<file path="config.mk">
export PLATFORM = sky130hd
export DESIGN_NAME = intr_ctrl
export DESIGN_NICKNAME = d
export VERILOG_FILES = /design/src/rtl/intr_ctrl.sv
export SDC_FILE = /design/constraint.sdc
export NUM_CORES = 1
export LEC_CHECK = 0
export ABC_AREA = 1
export CAP_MARGIN = 25
export CORE_UTILIZATION = 38
export DETAILED_ROUTE_END_ITERATION = 10
export PLACE_DENSITY = 0.95
export REMOVE_ABC_BUFFERS = 1
export SLEW_MARGIN = 30
export SYNTH_ARGS = -nofsm -noshare
export SYNTH_HDL_FRONTEND = slang
export SYNTH_SLANG_ARGS = --single-unit
</file>
<file path="constraint.sdc">
create_clock -name clk -period 3.15 [get_ports clk]
set_input_delay 0.4725 -clock clk [delete_from_list [all_inputs] [get_ports clk]]
set_output_delay 0.4725 -clock clk [all_outputs]
set_load 0.005 [all_outputs]
</file>
<file path="src/rtl/intr_ctrl.sv">
// intr_ctrl: interrupt controller for the OTTER MCU control FSM.
// External sources are synchronized and rising-edge detected into pending bits,
// masked by an enable register, and presented to the FSM on INTR. The request
// retires on int_taken and the handler window closes on mret_exec.
// Optional feature: define INTC_TIMER_EN to add an internal timer interrupt
// line at index N_SRC with TMR_CMP/TMR_CNT registers at MMIO offsets 3/4.
module intr_ctrl #(
   parameter int N_SRC = 4,
   parameter int TMR_W = 32
) (
   input  logic             clk,
   input  logic             RST,
   input  logic [N_SRC-1:0] src_in,
   input  logic             io_wr,
   input  logic [2:0]       io_addr,
   input  logic [31:0]      io_wdata,
   output logic [31:0]      io_rdata,
   input  logic             int_taken,
   input  logic             mret_exec,
   output logic             INTR,
   output logic             in_service,
   output logic [4:0]       int_cause
);

`ifdef INTC_TIMER_EN
   localparam int NT = N_SRC + 1;
`else
   localparam int NT = N_SRC;
`endif

   typedef enum logic {
      ST_IDLE,
      ST_SERVICE
   } state_t;

   state_t state;
   state_t state_next;

   logic [N_SRC-1:0] sync1;
   logic [N_SRC-1:0] sync2;
   logic [N_SRC-1:0] prev;
   logic [N_SRC-1:0] src_rise;

   logic [NT-1:0] enable;
   logic [NT-1:0] pending;
   logic [NT-1:0] eligible;
   logic [NT-1:0] set_vec;
   logic [NT-1:0] take_clr;
   logic [NT-1:0] w1c;

   logic [4:0] cause;
   logic [4:0] sel;
   logic       take;

   // Only some write-data bits land in registers; this keeps the rest visibly consumed.
   logic unused_wdata;
   assign unused_wdata = ^io_wdata;

   // Two-flop synchronizer plus one history flop for rising-edge detection.
   always_ff @(posedge clk) begin
      if (RST) begin
         sync1 <= '0;
         sync2 <= '0;
         prev  <= '0;
      end else begin
         sync1 <= src_in;
         sync2 <= sync1;
         prev  <= sync2;
      end
   end

   assign src_rise = sync2 & ~prev;
   assign eligible = pending & enable;
   assign in_service = (state == ST_SERVICE);
   assign INTR = (|eligible) & ~in_service;
   assign int_cause = cause;
   assign take = int_taken & (|eligible) & ~in_service;
   assign w1c = (io_wr && io_addr == 3'd1) ? io_wdata[NT-1:0] : '0;

`ifdef INTC_TIMER_EN
   logic [TMR_W-1:0] tmr_cnt;
   logic [TMR_W-1:0] tmr_cmp;
   logic             tmr_wr;
   logic             tmr_hit;

   assign tmr_wr  = io_wr && (io_addr == 3'd3 || io_addr == 3'd4);
   assign tmr_hit = !tmr_wr && (tmr_cmp != '0) && (tmr_cnt == tmr_cmp);
   assign set_vec = {tmr_hit, src_rise};

   // Free-running compare timer; a software write freezes the count for that cycle.
   always_ff @(posedge clk) begin
      if (RST) begin
         tmr_cnt <= '0;
         tmr_cmp <= '0;
      end else if (io_wr && io_addr == 3'd4) begin
         tmr_cnt <= TMR_W'(io_wdata);
      end else if (io_wr && io_addr == 3'd3) begin
         tmr_cmp <= TMR_W'(io_wdata);
      end else if (tmr_hit) begin
         tmr_cnt <= '0;
      end else if (tmr_cmp != '0) begin
         tmr_cnt <= tmr_cnt + TMR_W'(1);
      end
   end
`else
   assign set_vec = src_rise;
`endif

   // Priority encoder: the lowest eligible index wins.
   always_comb begin
      sel = '0;
      for (int i = NT - 1; i >= 0; i--) begin
         if (eligible[i]) sel = 5'(i);
      end
   end

   // One-hot clear of the line being acknowledged.
   always_comb begin
      take_clr = '0;
      for (int i = 0; i < NT; i++) begin
         take_clr[i] = take && (sel == 5'(i));
      end
   end

   // Service state register.
   always_ff @(posedge clk) begin
      if (RST) state <= ST_IDLE;
      else     state <= state_next;
   end

   // Enter service on an accepted ack, leave on MRET.
   always_comb begin
      state_next = state;
      case (state)
         ST_IDLE:    if (take) state_next = ST_SERVICE;
         ST_SERVICE: if (mret_exec) state_next = ST_IDLE;
         default:    state_next = ST_IDLE;
      endcase
   end

   // Enable mask, pending latch (new edges override clears) and captured cause.
   always_ff @(posedge clk) begin
      if (RST) begin
         enable  <= '0;
         pending <= '0;
         cause   <= '0;
      end else begin
         if (io_wr && io_addr == 3'd0) enable <= io_wdata[NT-1:0];
         pending <= (pending & ~w1c & ~take_clr) | set_vec;
         if (take) cause <= sel;
      end
   end

   // MMIO read mux, unused bits and unmapped offsets return zero.
   always_comb begin
      io_rdata = '0;
      case (io_addr)
         3'd0: io_rdata = 32'(enable);
         3'd1: io_rdata = 32'(pending);
         3'd2: io_rdata = {in_service, 26'b0, cause};
`ifdef INTC_TIMER_EN
         3'd3: io_rdata = 32'(tmr_cmp);
         3'd4: io_rdata = 32'(tmr_cnt);
`endif
         default: io_rdata = '0;
      endcase
   end

endmodule

</file>
==> flow_metrics.env, run 1 <==
export IMPL_pwr_share_comb_pct=12.7
export IMPL_worst_path_largest_cell_delay_ns=0.54
export IMPL_initial_core_util_pct=40.2
export IMPL_antenna_found_initial=0
export IMPL_rsz0062_at_grt="no"
export IMPL_viasPerCell=4.03
export IMPL_status="complete, no violations"
export IMPL_synth_area_leaders="dfxtp_1 (38%), buf_4 (18%), inv_1 (11%), nand2_1 (10%), nor2_1 (4.6%)"
export IMPL_start_kind="input port"
export IMPL_routed_top_layer="met4"
export IMPL_synth_edff_count=0
export IMPL_worstSetupPathDepth=7
export IMPL_dieWidth_um=58.8
export IMPL_coreArea_mm2=0.00305
export IMPL_fmax_mhz=408
export IMPL_antenna_cells=0
export IMPL_final_cell_mix="inv_1 (36), nand2_1 (33), conb_1 (30), clkdlybuf4s50_1 (24), dfxtp_1 (23)"
export IMPL_nets=246
export IMPL_p_leak_nw=0.689
export IMPL_synth_top_family_by_area="buffers and inverters"
export IMPL_cts_clk_slew_worst_paths_ns=0.13
export IMPL_overflow=0
export IMPL_finalSetupTns_ns=0
export IMPL_synthMuxAreaShare_pct=0
export IMPL_report_final_hold_viol_count=0
export IMPL_relSlewSlack_pct=63.6
export IMPL_port_buffers=24
export IMPL_drt_iter0_drc=25
export IMPL_cp_arrival_ns=1.98
export IMPL_wl_met3_um=105
export IMPL_synth_simple_gate_area_share_pct=24.7
export IMPL_grt_pass1_vias=785
export IMPL_cp_top_family="buffers and inverters"
export IMPL_grt_max_degree=16
export IMPL_worstSetupEndpointType="output port"
export IMPL_drt_pass1_iter_count=4
export IMPL_synth_cell_type_count=22
export IMPL_slew_viol_final=0
export IMPL_wl_per_cell_um=8.69
export IMPL_drc_errors=0
export IMPL_clk_latency_ns=0.31
export IMPL_worstSetupPathType="input port to output port"
export IMPL_seqPwrFrac_pct=60.7
export IMPL_cts_made_buffers=3
export IMPL_ir_drop_v=0.000270
export IMPL_synth_compound_area_share_pct=7.44
export IMPL_synth_xor_area_share_pct=0
export IMPL_synthAdderAreaFrac_pct=0
export IMPL_fp_dieH_um=58.8
export IMPL_p_sw_share_pct=24.9
export IMPL_cts_htree_levels=1
export IMPL_synth_seq_cells=23
export IMPL_grt_usage_pct=12.5
export IMPL_hold_depth=2
export IMPL_period_share_pct=77.8
export IMPL_wl_mm=2.13
export IMPL_num_vias=987
export IMPL_p_switching_w=0.000126
export IMPL_pwr_share_clk_pct=26.7
export IMPL_ant_nets=0
export IMPL_clock_path_buffers=2
export IMPL_holdCritPathClass="flop to flop"
export IMPL_die_area_mm2=0.00346
export IMPL_yosysTopAreaCellShare_pct=37.5
export IMPL_layout_drive_gt1_share_pct=7.46
export IMPL_cts_root_buf="clkbuf_4"
export IMPL_dp_hpwl_mm=1.64
export IMPL_max_slew_worst_pin_slew_ns=0.544
export IMPL_post_cts_buffers=0
export IMPL_hold_slack_ns=0.402
export IMPL_power_density_cell_area_mw_per_mm2=355
export IMPL_met2_length_mm=1.05
export IMPL_synth_flop_cell="dfxtp_1"
export IMPL_synth_area_per_cell_um2=7.01
export IMPL_grt_pass1_wl_mm=3.24
export IMPL_wl_met1_um=966
export IMPL_cap_violations=0
export IMPL_synth_largest_area_cell="dfxtp_1"
export IMPL_ys_warnings_count=0
export IMPL_io_pins=83
export IMPL_rr_worst_depth=7
export IMPL_required_ns=2.68
export IMPL_worst_path_buf_inv=3
export IMPL_synth_area_mm2=0.00123
export IMPL_cts_tree="yes"
export IMPL_ctsResizeCount=0
export IMPL_worst_path_max_delay_cell="clkdlybuf4s50_1"
export IMPL_synthCells=175
export IMPL_path_max_fanout=4
export IMPL_period_minus_slack_ns=2.45
export IMPL_crit_chain="clkdlybuf4s50_1 -> nor2_2 -> nand2_1 -> inv_1 -> nand2_1 -> o21ai_0 -> clkdlybuf4s50_1"
export IMPL_finalClockSkew_ns=0.0213
export IMPL_ys_async_sr_fraction_pct=0
export IMPL_internal_power_w=0.000381
export IMPL_fp_row_count=20
export IMPL_ys_seq_area_share_pct=37.5
export IMPL_final_common_cell="inv_1"
export IMPL_cts_sinks=23
export IMPL_ctsHoldBuffers=0
export IMPL_area_growth_syn_to_layout_pct=16.3
export IMPL_finalSetupViolations=0
export IMPL_gp_congestion=0.847
==> cell type report <==
class,count,area [µm²]
Clock buffer,4,26.3
Timing Repair Buffer,24,240
Inverter,37,139
Tap cell,44,55.1
Sequential cell,23,460
Fill cell,328,1630
Multi-Input combinational cell,113,507
==> synthesized netlist by cell type, types with 2 or more instances <==
library cell and number:
dfxtp_1 23, inv_1 36, nand2_1 33, nand3_1 3, nor2_2 4, nor2_1 15
nand4_1 4, buf_4 30, nor3_1 2, a21oi_1 6, o21ai_0 6, nand2_2 3
==> through the flow <==
step	utilization, %	area (µm²)	total power [W]	worst slack [ns]	cells
after floorplan	-	1110	0.000344	1.78	173
after global placement	45.9	1400	0.000375	0.710	241
after detailed placement	45.9	1400	0.000378	0.686	241
after CTS	46.8	1430	0.000512	0.703	245
after global routing	46.8	1430	0.000532	0.560	245
final	46.8	1430	0.000507	0.701	245
==> kinds of logic (layout without fill, tap and decap cells) <==
logic type      Yosys count  after routing
buf+inv                  68             65
other cells               1             30
simple gates             67             67
compound gates           16             16
flops                    23             23
==> metal layers <==
metal,GRT usage [%],vias to the layer above
li1,-,515
met1,15.1,439
met2,21.4,31
met3,3.96,2
met4,3.06,0
met5,0,-
==> flip-flops by register name, indices dropped and copies added (netlist names) <==
signal      flops
prev            4
pending         4
in_service      1
sync2           4
enable          4
sync1           4
int_cause       2
==> path summary, 6_finish.rpt <==
| check | to | slack, ns | startpoint |
|---|---|---|---|
| max | io_rdata[2] | 0.70 | io_addr[2] |
| min reg2reg | prev[0] | 0.40 | sync2[0] |
| max reg2reg | pending[0] | 1.94 | enable[0] |
| min | prev[0] | 0.40 | sync2[0] |
==> power by group through the flow <==
stage	registers (W)	logic (W)	clock network, W
3_5_place_dp	0.000314	0.0000636	0
6_report	0.000308	0.0000642	0.000135
4_1_cts	0.000308	0.0000639	0.000141
3_3_place_gp	0.000313	0.0000621	0
5_1_grt	0.000309	0.0000731	0.000150
2_1_floorplan	0.000313	0.0000314	0
==> worst register-to-register path, stage by stage, from the launching register on <==
cell and delay, ns:
dfxtp_1 0.36, nand2_1 0.14, nand2_4 0.12, nor2_2 0.06
nor3_1 0.23, nand2_1 0.09, nand2_1 0.07, nand2_1 0.04
(Power assumes the default switching activity.)
==> run 2, diff against run 1 <==
- CORE_UTILIZATION: 38 -> 35
- PLACE_DENSITY: 0.95 -> 0.9
- clock period: 3.15 -> 2.6 ns (I/O delays scaled with it)
==> run 2 against run 1 <==
- combinational power rose by 22%
- setup slack got worse by 0.41 ns
- routed wire length fell by 3.0%
- via count rose by 0.41%
- clock power rose by 24%
- flip-flop and latch count did not move
- critical path type unchanged
- critical endpoint is now io_rdata[0]
- highest routed layer unchanged
==> flow_metrics.env, run 2 (same netlist as run 1, synthesis figures left out) <==
export IMPL_nets=247
export IMPL_fp_row_count=21
export IMPL_finalClockSkew_ns=0.00546
export IMPL_required_ns=2.21
export IMPL_final_cell_mix="inv_1 (36), nand2_1 (33), conb_1 (30), clkdlybuf4s50_1 (24), dfxtp_1 (23)"
export IMPL_dp_hpwl_mm=1.66
export IMPL_worstSetupPathType="input port to output port"
export IMPL_initial_core_util_pct=36.8
export IMPL_wl_mm=2.06
export IMPL_worst_path_max_delay_cell="clkdlybuf4s50_1"
export IMPL_final_common_cell="inv_1"
export IMPL_antenna_found_initial=0
export IMPL_area_growth_syn_to_layout_pct=17.2
export IMPL_cap_violations=0
export IMPL_place_area_mm2=0.00141
export IMPL_power_density_cell_area_mw_per_mm2=429
export IMPL_cts_sinks=23
export IMPL_dieWidth_um=61.2
export IMPL_cts_clk_slew_worst_paths_ns=0.12
export IMPL_drc_errors=0
export IMPL_rr_startpoint="pending[1]"
export IMPL_grt_use_met2_pct=22.7
export IMPL_period_share_pct=88.9
export IMPL_worstSetupEndpointType="output port"
export IMPL_crit_start="io_addr[2]"
export IMPL_clock_path_buffers=2
export IMPL_path_max_fanout=4
export IMPL_grt_max_degree=16
export IMPL_p_leak_nw=0.697
export IMPL_min_from="sync1[3]"
export IMPL_port_buffers=24
export IMPL_overflow=0
export IMPL_ctsHoldBuffers=0
export IMPL_cts_root_buf="clkbuf_4"
export IMPL_worst_path_largest_cell_delay_ns=0.55
export IMPL_top_usage_layer="met2"
export IMPL_ir_drop_v=0.000268
export IMPL_grt_usage_pct=12.0
export IMPL_num_vias=991
export IMPL_status="complete, no violations"
export IMPL_grt_use_met3_pct=2.52
export IMPL_drt_pass1_iter_count=4
export IMPL_die_area_mm2=0.00375
export IMPL_fin_area_mm2=0.00144
export IMPL_clk_latency_ns=0.31
export IMPL_grt_pass1_vias=868
export IMPL_cts_made_buffers=3
export IMPL_ctsResizeCount=0
export IMPL_period_minus_slack_ns=2.31
export IMPL_holdCritPathClass="flop to flop"
export IMPL_finalSetupViolations=0
export IMPL_coreArea_mm2=0.00334
export IMPL_io_pins=83
export IMPL_crit_chain="clkdlybuf4s50_1 -> nor2_2 -> nand2_1 -> o221ai_1 -> clkdlybuf4s50_1"
export IMPL_gp_congestion=0.917
export IMPL_start_kind="input port"
export IMPL_slew_viol_final=0
export IMPL_fp_dieH_um=61.2
export IMPL_cts_tree="yes"
export IMPL_wl_per_cell_um=8.32
export IMPL_cp_arrival_ns=1.92
export IMPL_crit_top_cell="clkdlybuf4s50_1"
export IMPL_fmax_mhz=433
export IMPL_report_final_hold_viol_count=0
export IMPL_antenna_cells=0
export IMPL_grt_pass1_wl_mm=3.34
export IMPL_post_cts_buffers=0
export IMPL_rsz0062_at_grt="no"
export IMPL_use_met1_pct=13.1
export IMPL_layout_drive_gt1_share_pct=8.42
export IMPL_finalSetupTns_ns=0
export IMPL_cts_htree_levels=1
export IMPL_drt_iter0_drc=24
export IMPL_ant_nets=0
export IMPL_viasPerCell=4.00
==> run 2: layout make-up <==
cell class,instances,area (µm²)
Clock inverter,1,5.00
Fill cell,372,1900
Sequential cell,23,460
Tap cell,46,57.6
Timing Repair Buffer,25,248
Clock buffer,3,22.5
Inverter,37,139
Multi-Input combinational cell,113,507
==> run 2: final timing paths <==
kind,endpoint,slack [ns],cells past startpoint
setup / recovery,io_rdata[0],0.29,5
hold / removal,sync2[3],0.41,2
setup reg to reg,pending[0],1.46,7
hold reg to reg,sync2[3],0.41,2
==> run 2: routing by layer <==
metal / vias up / share of wire (%)
met5: - / 0
met4: 0 / 1.0
met3: 4 / 4.7
met2: 26 / 52
met1: 443 / 42
li1: 518 / -
==> run 2: stage by stage <==
step	std cells	worst slack, ns	hold WS, ns	util, %	total power (W)
2_1_floorplan	173	1.40	0.388	-	0.000417
3_3_place_gp	244	0.327	0.390	42.3	0.000456
3_5_place_dp	244	0.279	0.399	42.3	0.000458
4_1_cts	248	0.285	0.416	43.1	0.000626
5_1_grt	248	0.192	0.429	43.1	0.000652
6_report	248	0.289	0.412	43.1	0.000618
==> run 2: power breakdown <==
| group | total, W | internal (W) | switching (W) |
|---|---|---|---|
| logic | 0.0000784 | 0.0000363 | 0.0000421 |
| clock network | 0.000167 | 0.0000575 | 0.000110 |
| registers | 0.000372 | 0.000366 | 0.00000593 |
| total | 0.000618 | 0.000460 | 0.000158 |
==> run 2: worst max-delay path: cells and delay by family <==
family	cells	cell delay, ns
buf+inv	2	1.00
simple gates	2	0.27
compound gates	1	0.26
